**src/rtl/serial_add_pkg.sv**
```systemverilog
// State encoding shared by the bit-serial adder controller.
package serial_add_pkg;

  typedef enum logic [1:0] {
    ST_IDLE   = 2'd0,
    ST_LOAD   = 2'd1,
    ST_SHIFT  = 2'd2,
    ST_FINISH = 2'd3
  } state_t;

endpackage

```
**src/rtl/fulladdersec.sv**
```systemverilog
// One-bit full-adder cell, shared across all bit positions of the serial add.
module fulladdersec (
  input  logic KEY1,
  input  logic KEY2,
  input  logic KEY3,
  output logic SUM,
  output logic C
);

  assign SUM = KEY1 ^ KEY2 ^ KEY3;
  assign C   = (KEY1 & KEY2) | (KEY1 & KEY3) | (KEY2 & KEY3);

endmodule

```
**src/rtl/serial_add_ctrl.sv**
```systemverilog
// Bit-serial adder: one full-adder cell walks the operands LSB-first, one bit per clock.
module serial_add_ctrl
  import serial_add_pkg::*;
#(
  parameter int WIDTH = 8
) (
  input  logic             CLK,
  input  logic             RST,
  input  logic             START,
  input  logic [WIDTH-1:0] A,
  input  logic [WIDTH-1:0] B,
  input  logic             CIN,
  output logic             BUSY,
  output logic             DONE,
  output logic [WIDTH-1:0] SUM,
  output logic             COUT
);

  localparam int CW = $clog2(WIDTH + 1);

  state_t           state_q, state_d;
  logic             start_dly_q;
  logic [CW-1:0]    cnt_q;
  logic [WIDTH-1:0] a_sr_q, b_sr_q, s_sr_q, s_nxt;
  logic             carry_q;
  logic             cell_s, cell_c;
  logic             launch, last_bit;

  assign launch   = START & ~start_dly_q;
  assign last_bit = (cnt_q == CW'(WIDTH - 1));

  fulladdersec u_cell (
    .KEY1 (a_sr_q[0]),
    .KEY2 (b_sr_q[0]),
    .KEY3 (carry_q),
    .SUM  (cell_s),
    .C    (cell_c)
  );

  // The sum register fills from the MSB so the LSB-first stream lands in place.
  generate
    if (WIDTH == 1) begin : g_s1
      assign s_nxt = cell_s;
    end else begin : g_sn
      assign s_nxt = {cell_s, s_sr_q[WIDTH-1:1]};
    end
  endgenerate

  always_ff @(posedge CLK or posedge RST) begin
    if (RST) begin
      state_q     <= ST_IDLE;
      start_dly_q <= 1'b0;
    end else begin
      state_q     <= state_d;
      start_dly_q <= START;
    end
  end

  always_comb begin
    state_d = state_q;
    case (state_q)
      ST_IDLE:   if (launch) state_d = ST_LOAD;
      ST_LOAD:   state_d = ST_SHIFT;
      ST_SHIFT:  if (last_bit) state_d = ST_FINISH;
      ST_FINISH: state_d = ST_IDLE;
      default:   state_d = ST_IDLE;
    endcase
  end

  always_ff @(posedge CLK or posedge RST) begin
    if (RST) begin
      a_sr_q  <= '0;
      b_sr_q  <= '0;
      s_sr_q  <= '0;
      carry_q <= 1'b0;
      cnt_q   <= '0;
      SUM     <= '0;
      COUT    <= 1'b0;
    end else begin
      case (state_q)
        ST_LOAD: begin
          a_sr_q  <= A;
          b_sr_q  <= B;
          carry_q <= CIN;
          s_sr_q  <= '0;
          cnt_q   <= '0;
        end
        ST_SHIFT: begin
          a_sr_q  <= a_sr_q >> 1;
          b_sr_q  <= b_sr_q >> 1;
          s_sr_q  <= s_nxt;
          carry_q <= cell_c;
          cnt_q   <= cnt_q + 1'b1;
          if (last_bit) begin
            SUM  <= s_nxt;
            COUT <= cell_c;
          end
        end
        default: ;
      endcase
    end
  end

  assign BUSY = (state_q == ST_LOAD) || (state_q == ST_SHIFT);
  assign DONE = (state_q == ST_FINISH);

endmodule
```
**config.mk**
```make
export PLATFORM = sky130hd
export DESIGN_NAME = serial_add_ctrl
export DESIGN_NICKNAME = d
export VERILOG_FILES = /design/src/rtl/serial_add_pkg.sv /design/src/rtl/fulladdersec.sv /design/src/rtl/serial_add_ctrl.sv
export SDC_FILE = /design/constraint.sdc
export NUM_CORES = 1
export LEC_CHECK = 0
export BUFFER_PORTS_ARGS = -buffer_cell sky130_fd_sc_hd__buf_4
export CORE_MARGIN = 4
export CORE_UTILIZATION = 52
export DETAILED_ROUTE_END_ITERATION = 12
export PLACE_DENSITY = 0.82
export SYNTH_ARGS = -nofsm -noshare
export SYNTH_HDL_FRONTEND = slang
export SYNTH_SLANG_ARGS = --single-unit
```
**constraint.sdc**
```tcl
create_clock -name CLK -period 3.75 [get_ports CLK]
set_clock_uncertainty 0.05 [all_clocks]
set_input_delay 0.375 -clock CLK [delete_from_list [all_inputs] [get_ports CLK]]
set_output_delay 0.375 -clock CLK [all_outputs]
set_load 0.005 [all_outputs]
```
==> key figures, run 1 <==
Detailed routing
  – Vias: 1230
  – DR vias/cell: 5.17
  – Wire per inst: 13.6 µm
  – 1st-iter DRT viols: 47
  – Initial DRT Pass Iterations: 4
  – Antenna Nets Post-Route: 0
  – Routed wire length: 3.23 mm
  – DRC viols: 0

Die
  – Die area: 4440 µm²
  – Die Height: 66.6 µm
  – Initial Utilization: 0.536
  – Horiz. Die Dim: 66.6 µm
  – Boundary Pins: 31
  – FP Rows: 21
  – Core area: 3340 µm²

Layout
  – Fin cells: 238
  – Final core occ: 0.622
  – Area growth from synthesis to layout: 16.2%
  – ANT cells: 0
  – Share of cells above drive strength 1: 0.245
  – Final #Nets: 220

Clock network
  – CTS buffer count: 5
  – Number of gates resized after CTS: 0
  – TritonCTS clock tree: done
  – CTS Hold Bufs: 0
  – H-tree levels: 2
  – Clk_lat worst skew: 0.33 ns
  – Clock Sinks: 40
  – Clk slew on worst S/H paths: 0.10 ns
  – Number of setup buffers added after CTS: 0
  – Root buffer cell: clkbuf_4
  – Clock buffer depth: 2

STA
  – Hold Slack: 0.0930 ns
  – Final period utilization: 0.653
  – Setup TNS: 0 ns
  – Finish-stage setup viols: 0
  – Period minus WS final: 2.45 ns
  – Final hold violations: 0
  – RSZ-0062 raised after global routing: false
  – F_max: 0.408 GHz
  – Worst slew pin tran: 0.684 ns
  – Slew margin rel.: 0.541
  – Max Slew Vio Count: 0

Synthesis
  – Warnings, synthesis: 0
  – Syn_area_per_cell: 11.0 µm²
  – Most numerous cell in the Yosys netlist: dfrtp_1
  – Post-synth top cells: dfrtp_1 (40), nor2_1 (17), mux2i_1 (16), a21oi_1 (15), inv_1 (12)
  – Syn Nets: 189
  – Seq cells post-synth: 40
  – Main synth FF type: dfrtp_1
  – Synth area leaders: dfrtp_1 (56%), mux2i_1 (9.0%), a21oi_1 (4.2%)
  – Mapped Cells: 163
  – Yosys top cell by area: dfrtp_1
  – Mapped Area: 1790 µm²
  – Seq/Total Area, Yosys: 0.560
  – Post-synthesis cell type count: 28
  – Number of synthesized flops with an enable pin: 0
  – Post-synth top area share: 0.560
  – Asr flop ratio synth: 1.00

Placed design
  – Routability-driven placement congestion ratio: 0.734
  – Placed Cells: 233
  – Post-DP HPWL: 2.38 mm
  – Buffers on Ports: 30

Global route
  – Largest net degree at the start of global routing: 41
  – Number of global-route vias before repair: 1264
  – Initial antenna violation count: 0
  – Grt total ovfl: 0
  – All-Layer GR Usage: 0.168
  – First-pass GRT wire length: 5.46 mm

Power and ir drop
  – P_leak: 0.000987 µW
  – Max VDD drop: 0.470 mV
  – Pwr dens: 724 nW/µm²

Setup path
  – CP Class: register to primary output
  – Critical path data arrival time: 2.02 ns
  – Required @ worst endpoint: 3.32 ns
  – Endpoint class of the critical path: primary output
  – Max FO, Critical Path: 27
  – Critical Path Source Type: register

Outcome
  – Status: complete, no violations

Hold path
  – Worst Hold Class: input port to async pin

Job
  – Max cap viols: 0
## registers in the layout, summed over array words and instances (netlist names)
register     flops
a_sr_q           8
COUT             1
cnt_q            4
state_q          2
b_sr_q           8
SUM              8
carry_q          1
start_dly_q      1
s_sr_q           7
## critical path, cell delays in order, from the launching register on
cell and delay [ns]:
dfrtp_1 0.39, inv_1 0.09, ha_1 0.67, buf_4 0.37, buf_4 0.16
## area by class of cell
class,instances,area [µm²]
clock buffers,5,37.5
flip-flops and latches,40,1000
well taps,46,57.6
repair buffers,33,248
multi-input cells,102,688
fillers,290,1260
inverters,12,45.0
## routing by layer
layer / share of wire / GRT usage / up-vias
li1: - / - / 614
met1: 0.41 / 0.189 / 583
met2: 0.53 / 0.288 / 28
met3: 0.042 / 0.0455 / 5
met4: 0.018 / 0.0863 / 0
met5: 0 / 0 / -
## placed cells by master, fill, tap and decap left out, types with 5 or more instances in the layout
| cell | count |
|---|---|
| clkbuf_4 | 5 |
| o21ai_0 | 9 |
| nand2_1 | 8 |
| a21oi_1 | 15 |
| nand3_1 | 9 |
| buf_4 | 33 |
| ha_1 | 5 |
| mux2i_1 | 16 |
| inv_1 | 12 |
| o21ai_2 | 6 |
| nor2_1 | 17 |
| dfrtp_1 | 40 |
## final timing paths
check	from	to	slack, ns	cells past startpoint
worst max-delay path	state_q[1]	BUSY	1.30	4
worst min-delay path	RST	SUM[6]	0.09	3
worst max register to register	state_q[1]	cnt_q[3]	1.69	6
max in group asynchronous	RST	s_sr_q[4]	3.20	3
worst min register to register	SUM[1]	SUM[1]	0.44	2
min in group CLK	START	start_dly_q	0.10	1
## metrics by stage
stage	worst slack (ns)	total power, µW	cell area [µm²]
finish	1.30	1500	2080
floorplan	2.26	1180	1790
detailed placement	1.68	1340	2040
CTS	1.28	1530	2080
global route	1.11	1650	2080
global placement	1.73	1290	2040
## power by group
group | total, µW | switching [µW] | internal (µW)
combinational | 688 | 411 | 277
clock | 181 | 119 | 62.7
sequential | 635 | 75.3 | 560
## kinds of logic after synthesis
kind of cell,share of synthesized area
compound gates,0.130
fa+ha+maj,0.0462
buf+inv,0.0553
flops,0.560
mux,0.108
simple gates,0.100
No activity file was read; power rests on OpenSTA's default activity.
==> inputs of run 2 (changes only) <==
--- a/config.mk
+++ b/config.mk
@@ -7,9 +7,9 @@
 export LEC_CHECK = 0
 export BUFFER_PORTS_ARGS = -buffer_cell sky130_fd_sc_hd__buf_4
 export CORE_MARGIN = 4
-export CORE_UTILIZATION = 52
+export CORE_UTILIZATION = 49
 export DETAILED_ROUTE_END_ITERATION = 12
-export PLACE_DENSITY = 0.82
+export PLACE_DENSITY = 0.81
 export SYNTH_ARGS = -nofsm -noshare
 export SYNTH_HDL_FRONTEND = slang
 export SYNTH_SLANG_ARGS = --single-unit
==> constraint.sdc (replaced) <==
create_clock -name CLK -period 2.2 [get_ports CLK]
set_clock_uncertainty 0.05 [all_clocks]
set_input_delay 0.22 -clock CLK [delete_from_list [all_inputs] [get_ports CLK]]
set_output_delay 0.22 -clock CLK [all_outputs]
set_load 0.005 [all_outputs]
==> run 2 against run 1 <==
The flow now finishes with violations (hold timing). Sequential cell count unchanged. Critical path depth decreased by 1. Hold slack got worse by 0.11 ns. Global-route usage increased by 0.99 points. Combinational power increased by 77%. Via count increased by 3.7%. Non-clock buffer count increased by 4. Clock power increased to 2.6 times the previous value. Final cell count increased by 2.5%. First-iteration DRC count increased by 83%. Clock-buffer cell count unchanged. Largest power group unchanged. Highest routed layer unchanged.
==> key figures, run 2 (same netlist as run 1, synthesis figures left out) <==
Die
  – Die area: 4680 µm²
  – Core area: 3440 µm²
  – Horiz. Die Dim: 68.4 µm
  – Boundary Pins: 31
  – Initial Utilization: 0.519
  – FP Rows: 21
  – Die Height: 68.4 µm

Global route
  – Met1 Use GR: 0.206
  – First-pass GRT wire length: 6.01 mm
  – Gr busiest metal: met2
  – Initial antenna violation count: 0
  – Global routing usage on met3: 0.0493
  – Grt total ovfl: 0
  – Number of global-route vias before repair: 1319
  – Largest net degree at the start of global routing: 41
  – All-Layer GR Usage: 0.178
  – M2 GR Usage: 0.296

Detailed routing
  – DRC viols: 0
  – 1st-iter DRT viols: 86
  – Vias: 1276
  – DR vias/cell: 5.23
  – Initial DRT Pass Iterations: 4
  – Antenna Nets Post-Route: 0
  – Routed wire length: 3.49 mm
  – Wire per inst: 14.3 µm

Placed design
  – Post-DP HPWL: 2.51 mm
  – Routability-driven placement congestion ratio: 0.819
  – Post-place setup slack: 0.657 ns
  – Buffers on Ports: 30

STA
  – Hold Slack: -0.0128 ns
  – RSZ-0062 raised after global routing: false
  – Final hold violations: 12
  – Final period utilization: 0.700
  – Finish-stage setup viols: 0
  – F_max: 0.650 GHz
  – Setup TNS: 0 ns
  – Slew margin rel.: 0.671
  – Worst slew pin tran: 0.494 ns
  – Max Slew Vio Count: 0
  – Setup ws final: 0.661 ns
  – Period minus WS final: 1.54 ns

Clock network
  – Clock buffer depth: 2
  – Clk_lat worst skew: 0.30 ns
  – CTS buffer count: 5
  – Number of setup buffers added after CTS: 0
  – Clock Sinks: 40
  – Clk slew on worst S/H paths: 0.09 ns
  – Number of gates resized after CTS: 0
  – H-tree levels: 2
  – Root buffer cell: clkbuf_8
  – TritonCTS clock tree: done
  – CTS Hold Bufs: 1

Power and ir drop
  – P_leak: 0.00102 µW
  – Tot Pwr: 2780 µW
  – Max VDD drop: 0.948 mV
  – Pwr dens: 1290 nW/µm²

Setup path
  – Max FO, Critical Path: 5
  – Critical path data arrival time: 1.27 ns
  – Top Family by Delay on Critical Path: flip-flops
  – CP peak stage delay: 0.38 ns
  – Required @ worst endpoint: 1.93 ns
  – Crit-path cells: inv_1 -> ha_1 -> buf_4
  – Critical Path Source Type: register
  – CP Class: register to primary output
  – Count of buffer and inverter cells on the critical path: 2
  – Flop-to-flop setup slack: 0.67 ns
  – Crit-path slowest cell: dfrtp_1
  – Endpoint class of the critical path: primary output

Layout
  – Final #Nets: 224
  – Final core occ: 0.626
  – Most common cell after layout, fill and taps aside: dfrtp_1
  – Most frequent cells in the layout: dfrtp_1 (40), buf_4 (36), nor2_1 (17)
  – Filler instances: 282
  – Largest regs: SUM x8, a_sr_q x8, b_sr_q x8
  – Share of cells above drive strength 1: 0.263
  – ANT cells: 0
  – Area growth from synthesis to layout: 20.4%

Job
  – Max cap viols: 0

Hold path
  – Worst Hold Class: input port to async pin

Outcome
  – Failing checks: hold timing
  – Status: finished, violations left
-- run 2: cell types whose count changed in the layout (fill, tap and decap cells not counted) --
cell           before  now
buf_4              33   36
clkbuf_4            5    0
clkbuf_8            0    5
clkinv_2            0    1
clkinvlp_4          0    1
dlygate4sd3_1       0    1
-- run 2: path summary, 6_finish.rpt --
path | start | cells after the start | to
min reg2reg | SUM[3] | 2 | SUM[3]
min | RST | 3 | s_sr_q[1]
min in group CLK | B[7] | 2 | b_sr_q[7]
max in group asynchronous | RST | 3 | state_q[0]
max reg2reg | state_q[0] | 5 | SUM[4]
max | state_q[0] | 3 | BUSY
-- run 2: worst min-delay path, delay by kind of cell --
| kind | cells | cell delay (ns) |
|---|---|---|
| buffers and inverters | 3 | 0.57 |
-- run 2: report_power, final --
group / internal [µW] / switching, µW / total (µW) / leakage (µW)
Clock: 215 / 257 / 472 / 0.0000400
Combinational: 502 / 718 / 1220 / 0.000479
Sequential: 955 / 131 / 1090 / 0.000503
Total: 1670 / 1110 / 2780 / 0.00102
-- run 2: final cells by class --
type                       count  area [µm²]  share of cell area
sequential                    40        1000               0.465
multi-input combinational    102         688               0.320
inverter                      12        45.0              0.0209
tap                           46        57.6              0.0267
timing repair buffer          37         280               0.130
clock inverter                 2        12.5             0.00581
clock buffer                   5        68.8              0.0320
-- run 2: through the flow --
stage,instance area [µm²],instances
global route,2150,244
CTS,2150,244
finish,2150,244
detailed placement,2060,236
global placement,2060,236
floorplan,1790,163
-- run 2: metal layers --
metal  share of wire  up-vias  wire length [µm]
met2            0.51       31              1770
met4           0.028        0                99
met1            0.42      614              1460
met5               0        -                 0
li1                -      620                 -
met3           0.048       11               167
==> inputs of run 3 (changes only) <==
--- a/config.mk
+++ b/config.mk
@@ -5,6 +5,7 @@
 export SDC_FILE = /design/constraint.sdc
 export NUM_CORES = 1
 export LEC_CHECK = 0
+export ABC_AREA = 1
 export BUFFER_PORTS_ARGS = -buffer_cell sky130_fd_sc_hd__buf_4
 export CORE_MARGIN = 4
 export CORE_UTILIZATION = 49
==> constraint.sdc (replaced) <==
create_clock -name CLK -period 1.4 [get_ports CLK]
set_clock_uncertainty 0.05 [all_clocks]
set_input_delay 0.14 -clock CLK [delete_from_list [all_inputs] [get_ports CLK]]
set_output_delay 0.14 -clock CLK [all_outputs]
set_load 0.005 [all_outputs]
==> run 3 against run 2 <==
The run ends with setup timing left. Hold slack improved by 0.40 ns. Utilization increased by 18 points. Sequential share of layout area shrank 10 points. Clock power grew 68%. Combinational power rose to 2.9 times the previous value. Design area rose by 28%. Critical path type is now register to register. Highest routed layer unchanged.
==> key figures, run 3 <==
Outcome
  – Status: finished, violations left
  – Failing checks: setup timing

Global route
  – Initial antenna violation count: 0
  – Number of global-route vias before repair: 1483
  – Grt total ovfl: 0
  – First-pass GRT wire length: 6.50 mm
  – All-Layer GR Usage: 0.191
  – Largest net degree at the start of global routing: 41

Synthesis
  – Syn_area_per_cell: 9.68 µm²
  – Mapped Area: 1760 µm²
  – Most numerous cell in the Yosys netlist: nand2_1
  – Synth area leaders: dfrtp_1 (57%), nand2_1 (14%), nand3_1 (4.8%)
  – Number of synthesized flops with an enable pin: 0
  – Main synth FF type: dfrtp_1
  – Seq cells post-synth: 40
  – Post-synthesis cell type count: 22
  – Syn Nets: 208
  – Seq/Total Area, Yosys: 0.568
  – Mapped Cells: 182
  – Post-synth top cells: nand2_1 (64), dfrtp_1 (40), nand3_1 (17), inv_1 (16), o21ai_2 (9)
  – Yosys top cell by area: dfrtp_1
  – Post-synth top area share: 0.568
  – Warnings, synthesis: 0
  – Asr flop ratio synth: 1.00

Setup path
  – Worst r2r src: state_q[1]
  – Required @ worst endpoint: 1.66 ns
  – Critical path data arrival time: 1.80 ns
  – Endpoint class of the critical path: register
  – Max FO, Critical Path: 6
  – FF-to-FF End: b_sr_q[4]
  – CP peak stage delay: 0.42 ns
  – Crit-path cells: inv_2 -> ha_4 -> buf_6 -> inv_4 -> nor2_4 -> clkbuf_16 -> nand2_2 -> nand3_2
  – Critical Path Source Type: register
  – Flop-to-flop setup slack: -0.14 ns
  – FF-to-FF path depth: 8
  – Setup crit start: state_q[1]
  – Crit-path slowest cell: dfrtp_1
  – Crit path to: b_sr_q[4]
  – CP Class: register to register

Power and ir drop
  – P_leak: 0.00134 µW
  – Max VDD drop: 1.76 mV
  – Pwr dens: 2200 nW/µm²

STA
  – Slew margin rel.: 0.674
  – Max Slew Vio Count: 0
  – Worst slew pin tran: 0.488 ns
  – Setup ws final: -0.135 ns
  – Final period utilization: 1.10
  – RSZ-0062 raised after global routing: true
  – Final hold violations: 0
  – Hold Slack: 0.383 ns
  – F_max: 0.651 GHz
  – Finish-stage setup viols: 40
  – Period minus WS final: 1.54 ns

Layout
  – Final #Nets: 282
  – Largest regs: SUM x8, a_sr_q x8, b_sr_q x8
  – ANT cells: 0
  – Area growth from synthesis to layout: 56.0%
  – Share of cells above drive strength 1: 0.455
  – Filler instances: 192
  – Most common cell after layout, fill and taps aside: nand2_1
  – Most frequent cells in the layout: nand2_1 (43), dfrtp_1 (40), buf_4 (40)

Clock network
  – CTS buffer count: 5
  – Root buffer cell: clkbuf_4
  – TritonCTS clock tree: done
  – H-tree levels: 2
  – Clock Sinks: 40
  – Clock buffer depth: 2
  – Clk_lat worst skew: 0.36 ns
  – Clk slew on worst S/H paths: 0.12 ns

Placed design
  – Post-DP HPWL: 2.56 mm
  – Post-place setup slack: -0.0737 ns
  – Buffers on Ports: 30
  – Routability-driven placement congestion ratio: 0.768

Detailed routing
  – 1st-iter DRT viols: 121
  – Routed wire length: 4.37 mm
  – Vias: 1547
  – Initial DRT Pass Iterations: 4
  – Antenna Nets Post-Route: 0
  – Wire per inst: 14.4 µm
  – DRC viols: 0
  – DR vias/cell: 5.11

Die
  – Boundary Pins: 31
  – Die Height: 68.0 µm
  – Initial Utilization: 0.516
  – Die area: 4620 µm²
  – FP Rows: 21
  – Horiz. Die Dim: 68.0 µm
  – Core area: 3420 µm²

Hold path
  – Worst Hold Class: input port to register

Job
  – Max cap viols: 0
## run 3: cell count changes in the layout (fill, tap and decap cells not counted), sizes merged, moves of 7 or more
cell         change
a21oi           -14
buf             +16
dlygate4sd3     +18
mux2i           -16
nand2           +57
nand3            +8
nor2            -12
o22ai            +7
## run 3: logic make-up after synthesis
| logic type | Yosys count | share of synthesized area |
|---|---|---|
| flip-flops | 40 | 0.568 |
| AND/OR/NAND/NOR | 89 | 0.222 |
| AO/OA/AOI/OAI | 24 | 0.101 |
| adder cells (fa/ha/maj) | 6 | 0.0469 |
| buffers and inverters | 23 | 0.0625 |
## run 3: critical path: cells and delay by family, from the launching register on
kind	cells	cell delay (ns)
adders and majority gates	1	0.29
buffers and inverters	4	0.43
DFF	1	0.42
and+or+nand+nor	3	0.29
## run 3: worst min path at each step
| stage | startpoint | endpoint | slack, ns | depth (start not counted) |
|---|---|---|---|---|
| floorplan | START | start_dly_q | 0.12 | 0 |
| global placement | START | start_dly_q | 0.21 | 1 |
| detailed placement | START | start_dly_q | 0.21 | 1 |
| CTS | START | start_dly_q | 0.38 | 2 |
| global route | START | start_dly_q | 0.39 | 2 |
| finish | START | start_dly_q | 0.38 | 2 |
## run 3: metal layers
metal	up-vias	global-route usage	share of wire
li1	734	-	-
met1	759	0.221	0.40
met2	48	0.339	0.54
met3	6	0.0575	0.051
met4	0	0.0546	0.0096
met5	-	0	0
## run 3: layout make-up
cell class | instances | area [µm²] | area share
clock buffers | 5 | 37.5 | 0.0137
well taps | 46 | 57.6 | 0.0209
inverters | 18 | 82.6 | 0.0300
clock inverters | 3 | 47.5 | 0.0173
repair buffers | 72 | 668 | 0.243
multi-input cells | 119 | 855 | 0.311
flip-flops and latches | 40 | 1000 | 0.364
## run 3: report_power, final
group / total (µW) / internal (µW) / switching [µW]
clock network: 793 / 381 / 412
logic: 3540 / 1720 / 1820
registers: 1710 / 1500 / 213
## run 3: what timing repair did
item	in CTS	in global routing
setup endpoints to repair	29	39
pin swaps	3	6
hold buffers	19	0
buffers inserted	7	1
endpoints found under the hold margin	58	0
cloned	0	1
resized for setup	14	50
## run 3: through the flow
step	area (µm²)	power, µW	instances	setup TNS [ns]	util
after detailed placement	2150	4030	267	-0.781	0.629
after global routing	2750	6420	303	-5.01	0.805
final	2750	6050	303	-3.10	0.805
after floorplan	1780	3190	182	-0.0198	-
after CTS	2530	5220	301	-0.352	0.740
after global placement	2150	3930	267	-0.143	0.629
